===== config.mk =====
export PLATFORM = sky130hd
export DESIGN_NAME = core_axi_lite_master
export DESIGN_NICKNAME = d
export VERILOG_FILES = /design/src/rtl/axi_lite_pkg.sv /design/src/rtl/core_axi_lite_master.sv
export SDC_FILE = /design/constraint.sdc
export NUM_CORES = 1
export LEC_CHECK = 0
export BUFFER_PORTS_ARGS = -buffer_cell sky130_fd_sc_hd__buf_2
export CORE_AREA = 2 2 187 189
export DETAILED_ROUTE_END_ITERATION = 8
export DIE_AREA = 0 0 189 191
export HOLD_SLACK_MARGIN = 0.05
export SYNTH_ARGS = -nofsm -noshare
export SYNTH_HDL_FRONTEND = slang
export SYNTH_SLANG_ARGS = --single-unit

===== constraint.sdc =====
create_clock -name clk -period 18 [get_ports clk]
set_input_delay 0.9 -clock clk [delete_from_list [all_inputs] [get_ports clk]]
set_output_delay 0.9 -clock clk [all_outputs]
set_load 0.05 [all_outputs]

===== src/rtl/axi_lite_pkg.sv =====
// Shared definitions for the core-side AXI-lite master: FSM state encoding and
// AXI response codes.
package axi_lite_pkg;

  typedef enum logic [2:0] {
    IDLE  = 3'd0,
    WRITE = 3'd1,
    WRESP = 3'd2,
    READ  = 3'd3,
    RDATA = 3'd4,
    DONE  = 3'd5
  } state_t;

  localparam logic [1:0] RESP_OKAY   = 2'b00;
  localparam logic [1:0] RESP_SLVERR = 2'b10;

endpackage


===== src/rtl/core_axi_lite_master.sv =====
// Bridges one core load/store request at a time onto AXI-lite and returns a
// one-cycle completion pulse carrying load data and an error flag.
module core_axi_lite_master
  import axi_lite_pkg::*;
#(
  parameter int DATA_WIDTH = 64,
  parameter int ADDR_WIDTH = 64
) (
  input  logic                    clk,
  input  logic                    rst,
  // Core request / response. Handshakes everywhere follow AXI rules: a transfer
  // happens on a rising edge where valid && ready; a raised valid and its
  // payload hold until that edge, and no valid depends combinationally on ready.
  input  logic                    req_valid,
  output logic                    req_ready,
  input  logic                    req_wen,
  input  logic [ADDR_WIDTH-1:0]   req_addr,
  input  logic [DATA_WIDTH-1:0]   req_wdata,
  input  logic [DATA_WIDTH/8-1:0] req_wmask,
  output logic                    resp_valid,
  output logic [DATA_WIDTH-1:0]   resp_rdata,
  output logic                    resp_err,
  // Write address channel
  output logic [ADDR_WIDTH-1:0]   awaddr,
  output logic                    awvalid,
  input  logic                    awready,
  // Write data channel
  output logic [DATA_WIDTH-1:0]   wdata,
  output logic [DATA_WIDTH/8-1:0] wstrb,
  output logic                    wvalid,
  input  logic                    wready,
  // Write response channel
  input  logic [1:0]              bresp,
  input  logic                    bvalid,
  output logic                    bready,
  // Read address channel
  output logic [ADDR_WIDTH-1:0]   araddr,
  output logic                    arvalid,
  input  logic                    arready,
  // Read data channel
  input  logic [DATA_WIDTH-1:0]   rdata,
  input  logic [1:0]              rresp,
  input  logic                    rvalid,
  output logic                    rready
);

  state_t                    state;
  logic                      aw_done;
  logic                      w_done;
  logic [ADDR_WIDTH-1:0]     addr_q;
  logic [DATA_WIDTH-1:0]     data_q;
  logic [DATA_WIDTH/8-1:0]   strb_q;
  logic [DATA_WIDTH-1:0]     rdata_q;
  logic                      err_q;

  logic accept;
  logic aw_hs;
  logic w_hs;
  logic aw_complete;
  logic w_complete;

  // req_ready is forced low while rst is held so every ready output reads 0 in reset.
  assign req_ready   = (state == IDLE) && !rst;
  assign accept      = req_valid && req_ready;
  assign aw_hs       = awvalid && awready;
  assign w_hs        = wvalid && wready;
  assign aw_complete = aw_done || aw_hs;
  assign w_complete  = w_done || w_hs;

  assign bready     = (state == WRESP);
  assign rready     = (state == RDATA);
  assign resp_valid = (state == DONE);
  assign resp_rdata = rdata_q;
  assign resp_err   = err_q;

  assign awaddr = addr_q;
  assign araddr = addr_q;
  assign wdata  = data_q;
  assign wstrb  = strb_q;

  always_ff @(posedge clk or posedge rst) begin
    if (rst) begin
      state   <= IDLE;
      aw_done <= 1'b0;
      w_done  <= 1'b0;
      awvalid <= 1'b0;
      wvalid  <= 1'b0;
      arvalid <= 1'b0;
      addr_q  <= '0;
      data_q  <= '0;
      strb_q  <= '0;
      rdata_q <= '0;
      err_q   <= 1'b0;
    end else begin
      case (state)
        IDLE: begin
          if (accept) begin
            addr_q  <= req_addr;
            data_q  <= req_wdata;
            strb_q  <= req_wmask;
            aw_done <= 1'b0;
            w_done  <= 1'b0;
            if (req_wen) begin
              state   <= WRITE;
              awvalid <= 1'b1;
              wvalid  <= 1'b1;
            end else begin
              state   <= READ;
              arvalid <= 1'b1;
            end
          end
        end
        WRITE: begin
          // AW and W retire independently; the later of the two moves us on.
          if (aw_hs) begin
            awvalid <= 1'b0;
            aw_done <= 1'b1;
          end
          if (w_hs) begin
            wvalid <= 1'b0;
            w_done <= 1'b1;
          end
          if (aw_complete && w_complete) begin
            state <= WRESP;
          end
        end
        WRESP: begin
          if (bvalid) begin
            err_q <= (bresp != RESP_OKAY);
            state <= DONE;
          end
        end
        READ: begin
          if (arready) begin
            arvalid <= 1'b0;
            state   <= RDATA;
          end
        end
        RDATA: begin
          if (rvalid) begin
            rdata_q <= rdata;
            err_q   <= (rresp != RESP_OKAY);
            state   <= DONE;
          end
        end
        DONE: begin
          state <= IDLE;
        end
        default: begin
          state <= IDLE;
        end
      endcase
    end
  end

endmodule


# Word level (Yosys, flattened, before mapping)
# Cells that the tools add are included.
[op_classes]
shifts = 0
mul = 0
add_sub_neg = 0
order_cmp = 0
eq_ne = 14
div = 0
bitwise_logic = 0
n_reduce_logical = 23
n_mux = 25
[ops]
columns = ["operator", "count"]
rows = [
  ["$ne A2 B2 Y1 const B", 9],
  ["$mux W3", 5],
  ["$pmux W3 S5", 1],
  ["$mux W1", 12],
  ["$pmux W1 S2", 6],
  ["$reduce_and A4 Y1", 3],
  ["$reduce_bool A2 Y1", 5],
  ["$reduce_and A3 Y1", 3],
  ["$eq A3 B2 Y1 const B", 2],
  ["$eq A3 B3 Y1 const B", 2],
  ["$logic_and A1 B1 Y1", 5],
  ["$reduce_and A5 Y1", 1],
  ["$reduce_and A2 Y1", 2],
  ["$eq A3 B1 Y1 const B", 1],
  ["$logic_not A3 Y1", 1],
  ["$logic_or A1 B1 Y1", 2],
  ["$mux W2", 1],
  ["$logic_not A1 Y1", 1],
]
[word_totals]
wordCells = 73
n_memories = 0
ram_bits = 0
inputBits = 213
latch_bits = 0
out_inout_bits = 272
register_bits = 209
mem_bits_ro = 0

# Depth between registers and ports, before layout
# Gate-level depths: netlist (run 1).
[depth]
word_depth = 5
depth_mapped = 6
ltp_nobuf = 4

# Worst setup path after synthesis (run 1)
# No wires, ideal clock.
[synth_timing]
path_type = "input to output"
start = "in rst"
end = "out req_ready"
t_required_ps = 17100
arrival_ps = 2349
path_stages = 1
slack_ps = 14751
n_path_buf = 0
path_cell_list = "nor4_1"
[synth_via]
elab_chain_len = 2
[synth_rtl]
columns = ["element", "line", "text"]
rows = [
  ["from (decl)", "core_axi_lite_master.sv:10", "input logic rst,"],
  ["$logic_not A1 Y1 (no line)", "n/a", ""],
  ["$logic_and A1 B1 Y1", "core_axi_lite_master.sv:63", "assign req_ready = (state == IDLE) && !rst;"],
  ["to (decl)", "core_axi_lite_master.sv:15", "output logic req_ready,"],
]
# Every way passes these cells.

# Worst setup path in the final report (run 1)
[layout_timing]
start = "reg state[0]"
end = "reg data_q[26] (netlist: wdata[26])"
[layout_via]
elab_chain_len = 4
[layout_rtl]
columns = ["element", "line", "text"]
rows = [
  ["from (decl)", "core_axi_lite_master.sv:47", "state_t state;"],
  ["from (signal assigned)", "core_axi_lite_master.sv:83", "state <= IDLE;"],
  ["from (signal assigned)", "core_axi_lite_master.sv:104", "state <= WRITE;"],
  ["from (signal assigned)", "core_axi_lite_master.sv:108", "state <= READ;"],
  ["$logic_not A3 Y1 *", "core_axi_lite_master.sv:63, core_axi_lite_master.sv:95", ""],
  ["$logic_and A1 B1 Y1", "core_axi_lite_master.sv:63", ""],
  ["$logic_and A1 B1 Y1", "core_axi_lite_master.sv:64", "assign accept = req_valid && req_ready;"],
  ["$reduce_and A2 Y1 (no line) *", "n/a", ""],
  ["to (signal assigned)", "core_axi_lite_master.sv:99", "data_q <= req_wdata;"],
  ["to (decl)", "core_axi_lite_master.sv:51", "logic [DATA_WIDTH-1:0] data_q;"],
]
# Every way passes the cells marked *; elsewhere a longest branch is shown, timed or not.
# A chain may end at the register's enable or synchronous reset.

==> summary.txt, run 1 <==
status - finished clean
Post-Syn Instances - 554
global routing usage on met3 - 3.40%
vias per cell - 4.12
RSZ-0062 raised after global routing - no
crit start category - flop
critical path type - flop to flop
syn avg cell area - 15.2 sq um
drt wl/cell - 15.2 um
Synth-to-Final Area Change - 36.6%
clk root buf - clkbuf_16
top cells by area, synth - dfrtp_1 (62%), mux2_2 (26%), buf_4 (6.8%), mux2_1 (0.67%), buf_2 (0.59%)
Post-CTS Repair Setup Buffers - 0
Slew @ Worst Pin - 0.983 ns
CTS tree - yes
antenna fix cells - 0
Syn Std Cell Area - 8450 sq um
DIE AREA - 36100 sq um
final wirelength - 22.0 mm
first-pass GRT wire length - 32.3 mm
I/O Pins - 485
R2R setup slack - 14.70 ns
initial antenna violation count - 0
met2 usage - 19.2%
via count - 5959
cell mode on critical path - buf_4
Core Area - 34100 sq um
CTS Hold Bufs - 0
Clock Latency Late Sink - 0.51 ns
Finished Cell Area - 11500 sq um
Starting Density - 24.8%
CTS buffer count - 23
# DRC - 0
commonest cells after routing, fill and taps aside - buf_2 (484), dfrtp_1 (209), mux2_2 (196), clkbuf_16 (23), a21oi_1 (9)
total congestion overflow - 0
crit path time final - 3.30 ns
Rel. slew slack - 34.5%
worst-path maximum fanout - 69
Final nets - 1192
crit end category - flop
Syn. warnings - 0
PortBufs - 484
Die X - 189 um
gp weighted congestion - 0.772
final setup fails - 0
clock sink count - 209
Final Skew - 0.0182 ns
Final WS setup - 14.70 ns
met1 GRT Util - 13.3%
CP arrival - 3.69 ns
drt pass-1 iters - 4
syn nets - 767
post-DP HPWL - 16.6 mm
H-Tree Depth - 1
CP Cell Sequence - nor4_4, buf_4, buf_4, mux2_2
post-synth top area share - 61.9%
final worst-path cycle share - 18.4%
Max Clk Rate - 303 MHz
Util after Layout - 33.8%
largest net degree at the start of global routing - 77
clock buffer depth - 3
CP max-delay cell - buf_4
post-route setup TNS - 0 ns
Unique masters post-synth - 27
chip height - 191 um
share of layout cells above drive strength 1 - 72.5%
sequential share of the synthesized area - 61.9%
DR iter-0 viols - 132
CP max stage delay - 0.77 ns
gr busiest metal - met2
final hold violations - 0
Tot GR Track Use - 11.2%
vias in the first global route - 5839
Cell Rows - 68
antenna-violating nets left - 0
leading area contributor after synthesis - dfrtp_1
clk slew on worst S/H paths - 0.06 ns
worst path required time - 18.38 ns
commonest non-fill, non-tap cell in the layout - buf_2
worst hold path type - input port to asynchronous set/reset pin
Final Max Tran Viols - 0
R2R depth - 4
synthesis-stage register bit count - 209
Cell Area, Placed - 10900 sq um
DP Worst Slack - 14.22 ns
Max-Cap Viols - 0
PostCTS Resize Cnt - 0
sequential cells by signal (all words and copies together) (netlist names):
| name | flops |
|---|---|
| araddr | 64 |
| resp_rdata | 64 |
| wdata | 64 |
| wstrb | 8 |
| state | 3 |
| arvalid | 1 |
| aw_done | 1 |
| awvalid | 1 |
| resp_err | 1 |
| w_done | 1 |
| wvalid | 1 |
metal layers:
metal  share of wire, %  up-vias
met5                  0        -
met4                3.3        0
met3                8.6       36
met2                 49      295
met1                 39     2908
li1                   -     2720
stage by stage:
stage	hold WS (ns)	std cells
6_report	0.451	1446
5_1_grt	0.483	1446
4_1_cts	0.442	1446
3_5_place_dp	0.474	1409
3_3_place_gp	0.463	1409
2_1_floorplan	0.500	554
final timing paths:
kind,start,end
hold / removal,rst,resp_rdata[31]
max in group asynchronous,rst,araddr[11]
min in group clk,resp_rdata[53],resp_rdata[53]
hold reg to reg,resp_rdata[53],resp_rdata[53]
setup reg to reg,state[0],wdata[26]
setup / recovery,state[0],wdata[26]
final cells by class:
cell class                      count  area, sq um
Clock buffer                       36          674
Clock inverter                      1         5.00
Fill cell                        3469        22600
Inverter                            3         18.8
Multi-Input combinational cell    253         2580
Sequential cell                   209         5230
Tap cell                          455          569
Timing Repair Buffer              489         2460
critical path: cells and delay by family, from the launching register on:
| kind | cells | cell delay [ns] |
|---|---|---|
| multiplexers | 1 | 0.41 |
| buffers and inverters | 2 | 1.47 |
| AND/OR/NAND/NOR | 1 | 0.51 |
| flip-flops | 1 | 0.59 |
logic make-up after synthesis:
group	Yosys count	share of synthesized area (%)
flip-flops	209	61.9
multiplexers	202	26.9
buffers and inverters	92	7.66
AND/OR/NAND/NOR	31	2.04
AO/OA/AOI/OAI	20	1.45
cell usage after synthesis:
library cell / instances
nand2b_1: 2
a21oi_1: 9
nor2_1: 7
mux2_1: 5
nor4_2: 1
buf_2: 10
nor2b_1: 5
a31oi_1: 2
o21a_1: 1
clkbuf_1: 2
nor3b_1: 2
dfrtp_1: 209
a311o_1: 1
o21ai_0: 4
nor3_1: 2
buf_4: 77
a2111o_1: 1
inv_1: 3
a211oi_1: 1
mux2i_1: 1
nand2_1: 7
nor3_4: 1
mux2_2: 196
or2_2: 1
o221ai_1: 1
nand3_1: 2
nor4_1: 1
Power of run 1 is left out: the tool's default activity adds up to more than one toggle a clock period on the data nets, which glitch-free logic cannot reach.
==> run 2, diff against run 1 <==
ABC_AREA = 1   (was unset)
CORE_AREA = 2 2 190 192   (was 2 2 187 189)
DIE_AREA = 0 0 192 194   (was 0 0 189 191)
clock period = 2.9 ns   (was 18 ns; I/O delays follow)
==> run 2 against run 1 <==
  * Fmax up 36%
  * Non-clock buffer count up 222
  * Synthesized cell count up 81%
  * Clock skew is 0.0066 ns lower
  * Global-route usage grew 4.2 points
  * Wire length rose by 36%
  * First-iteration DRC count increased by 92%
  * Core utilization up 5.9 points
  * Largest cell class unchanged
==> summary.txt, run 2 <==
status - finished clean
Syn. warnings - 0
post-route setup TNS - 0 ns
initial antenna violation count - 1
gr busiest metal - met2
Post-synth EDFFs - 0
CTS buffer count - 25
worst-path maximum fanout - 89
crit path time final - 2.43 ns
Rel. slew slack - 33.8%
RSZ-0062 raised after global routing - no
Starting Density - 24.6%
crit start category - flop
Worst Setup SP - state[0]
first-pass GRT wire length - 46.5 mm
chip height - 194 um
gp weighted congestion - 0.867
final wirelength - 29.9 mm
CP arrival - 2.89 ns
Cell Area, Placed - 11100 sq um
final setup fails - 0
leading area contributor after synthesis - dfrtp_1
post-synth top area share - 60.3%
total congestion overflow - 0
Clock Latency Late Sink - 0.52 ns
final worst-path cycle share - 83.7%
clk slew on worst S/H paths - 0.06 ns
met2 usage - 26.9%
share of layout cells above drive strength 1 - 33.6%
Worst Setup EP - araddr[28]
Synth-to-Final Area Change - 61.3%
Final Max Tran Viols - 0
Max-Cap Viols - 0
sequential share of the synthesized area - 60.3%
syn nets - 1218
syn avg cell area - 8.63 sq um
DR iter-0 viols - 253
Max Clk Rate - 412 MHz
most common cell in the synthesized netlist - nand2_1
Finished Cell Area - 14000 sq um
WHS - 0.0828 ns
clk root buf - clkbuf_16
top cells by area, synth - dfrtp_1 (60%), nand2_1 (25%), buf_4 (6.5%), nand3_1 (4.0%), buf_2 (1.7%)
DIE AREA - 37200 sq um
via count - 8944
R2R depth - 8
CTS tree - yes
Post-synth top cells - nand2_1 (569), dfrtp_1 (209), buf_4 (75), nand3_1 (69), buf_2 (29)
critical path type - flop to flop
Post-Syn Instances - 1005
worst hold path type - input port to flop
reg2reg start - state[0]
clock buffer depth - 3
Slew @ Worst Pin - 0.991 ns
synthesis-stage register bit count - 209
post-DP HPWL - 19.8 mm
crit end category - flop
antenna-violating nets left - 0
worst path required time - 3.36 ns
Syn Std Cell Area - 8680 sq um
global routing usage on met3 - 4.24%
H-Tree Depth - 1
Final Skew - 0.0116 ns
drt pass-1 iters - 5
largest net degree at the start of global routing - 90
met1 GRT Util - 17.0%
Die X - 192 um
commonest non-fill, non-tap cell in the layout - nand2_1
Peak VDD IR - 0.00117 V
vias in the first global route - 9088
final hold violations - 0
I/O Pins - 485
R2R setup slack - 0.47 ns
top_reg_cell synth - dfrtp_1
Core Area - 35200 sq um
Tot GR Track Use - 15.4%
static leakage - 8.00 nW
drt wl/cell - 14.2 um
PortBufs - 484
Cell Rows - 69
ys async rst share - 100%
commonest cells after routing, fill and taps aside - nand2_1 (568), buf_2 (484), dfrtp_1 (209), dlygate4sd3_1 (207), nand3_1 (69)
Final nets - 1842
PD cells - 1350 nW/um^2
clock sink count - 209
end of the worst register-to-register path - araddr[28]
# DRC - 0
vias per cell - 4.24
Unique masters post-synth - 20
Util after Layout - 39.7%
-- run 2: changes by cell type in the layout (fill, tap and decap cells not counted), moves of 5 or more --
cell,before,now
a21oi_1,9,2
buf_12,0,5
buf_4,5,15
clkinv_2,1,7
dlygate4sd3_1,0,207
inv_1,2,17
mux2_1,5,0
mux2_2,196,0
nand2_1,7,568
nand3_1,2,69
nor2b_1,5,0
-- run 2: final cells by class --
cell class                      count  area [sq um]
Multi-Input combinational cell    662          2620
Antenna cell                        1          2.50
Tap cell                          461           577
Clock inverter                      9          72.6
Sequential cell                   209          5230
Fill cell                        3396         21200
Inverter                           20          81.3
Timing Repair Buffer              711          4710
Clock buffer                       34           709
-- run 2: worst min-delay path by stage --
stage / startpoint / endpoint / slack [ns] / cells past startpoint
after CTS: wready / w_done / 0.06 / 5
after detailed placement: req_addr[45] / araddr[45] / 0.34 / 3
after global placement: req_addr[13] / araddr[13] / 0.34 / 3
final: wready / w_done / 0.08 / 5
after floorplan: req_addr[0] / araddr[0] / 0.25 / 2
after global routing: wready / w_done / 0.09 / 5
-- run 2: through the flow --
| stage | power (W) | worst slack [ns] | cells |
|---|---|---|---|
| finish | 0.0190 | 0.472 | 2107 |
| global route | 0.0200 | 0.255 | 2107 |
| CTS | 0.0190 | 0.462 | 2106 |
| detailed placement | 0.0157 | 0.505 | 1856 |
| global placement | 0.0156 | 0.567 | 1856 |
| floorplan | 0.0137 | 0.0408 | 1005 |
-- run 2: routing by layer --
layer | routed length (um) | vias to the layer above
li1 | - | 4266
met1 | 11400 | 4142
met2 | 14500 | 439
met3 | 2540 | 97
met4 | 1490 | 0
met5 | 0 | -
-- run 2: power breakdown --
part | total [W] | internal, W | switching (W)
sequential | 0.00516 | 0.00429 | 0.000864
combinational | 0.0108 | 0.00222 | 0.00859
clock | 0.00299 | 0.00179 | 0.00121
-- run 2: what timing repair did --
action                    in CTS  in global routing
gates resized for setup        0                  0
hold buffers                 207                  0
hold endpoints to repair     232                  0
setup buffers                  0                  0
-- run 2: cell families after synthesis --
kind of cell    after synthesis  synth area share [%]
simple gates                654                  29.6
flops                       209                  60.3
buf+inv                     134                  9.63
compound gates                8                 0.476
-- run 2: worst max-delay path, cell delays in order, from the launching register on --
cell and delay, ns:
dfrtp_1 0.43, nor2_2 0.08, nand2_2 0.11, nor2_4 0.05, nand2_4 0.06, buf_4 0.47, buf_4 0.82, nand2_1 0.15
nand2_1 0.12
Power figures use the tool's default switching activity.
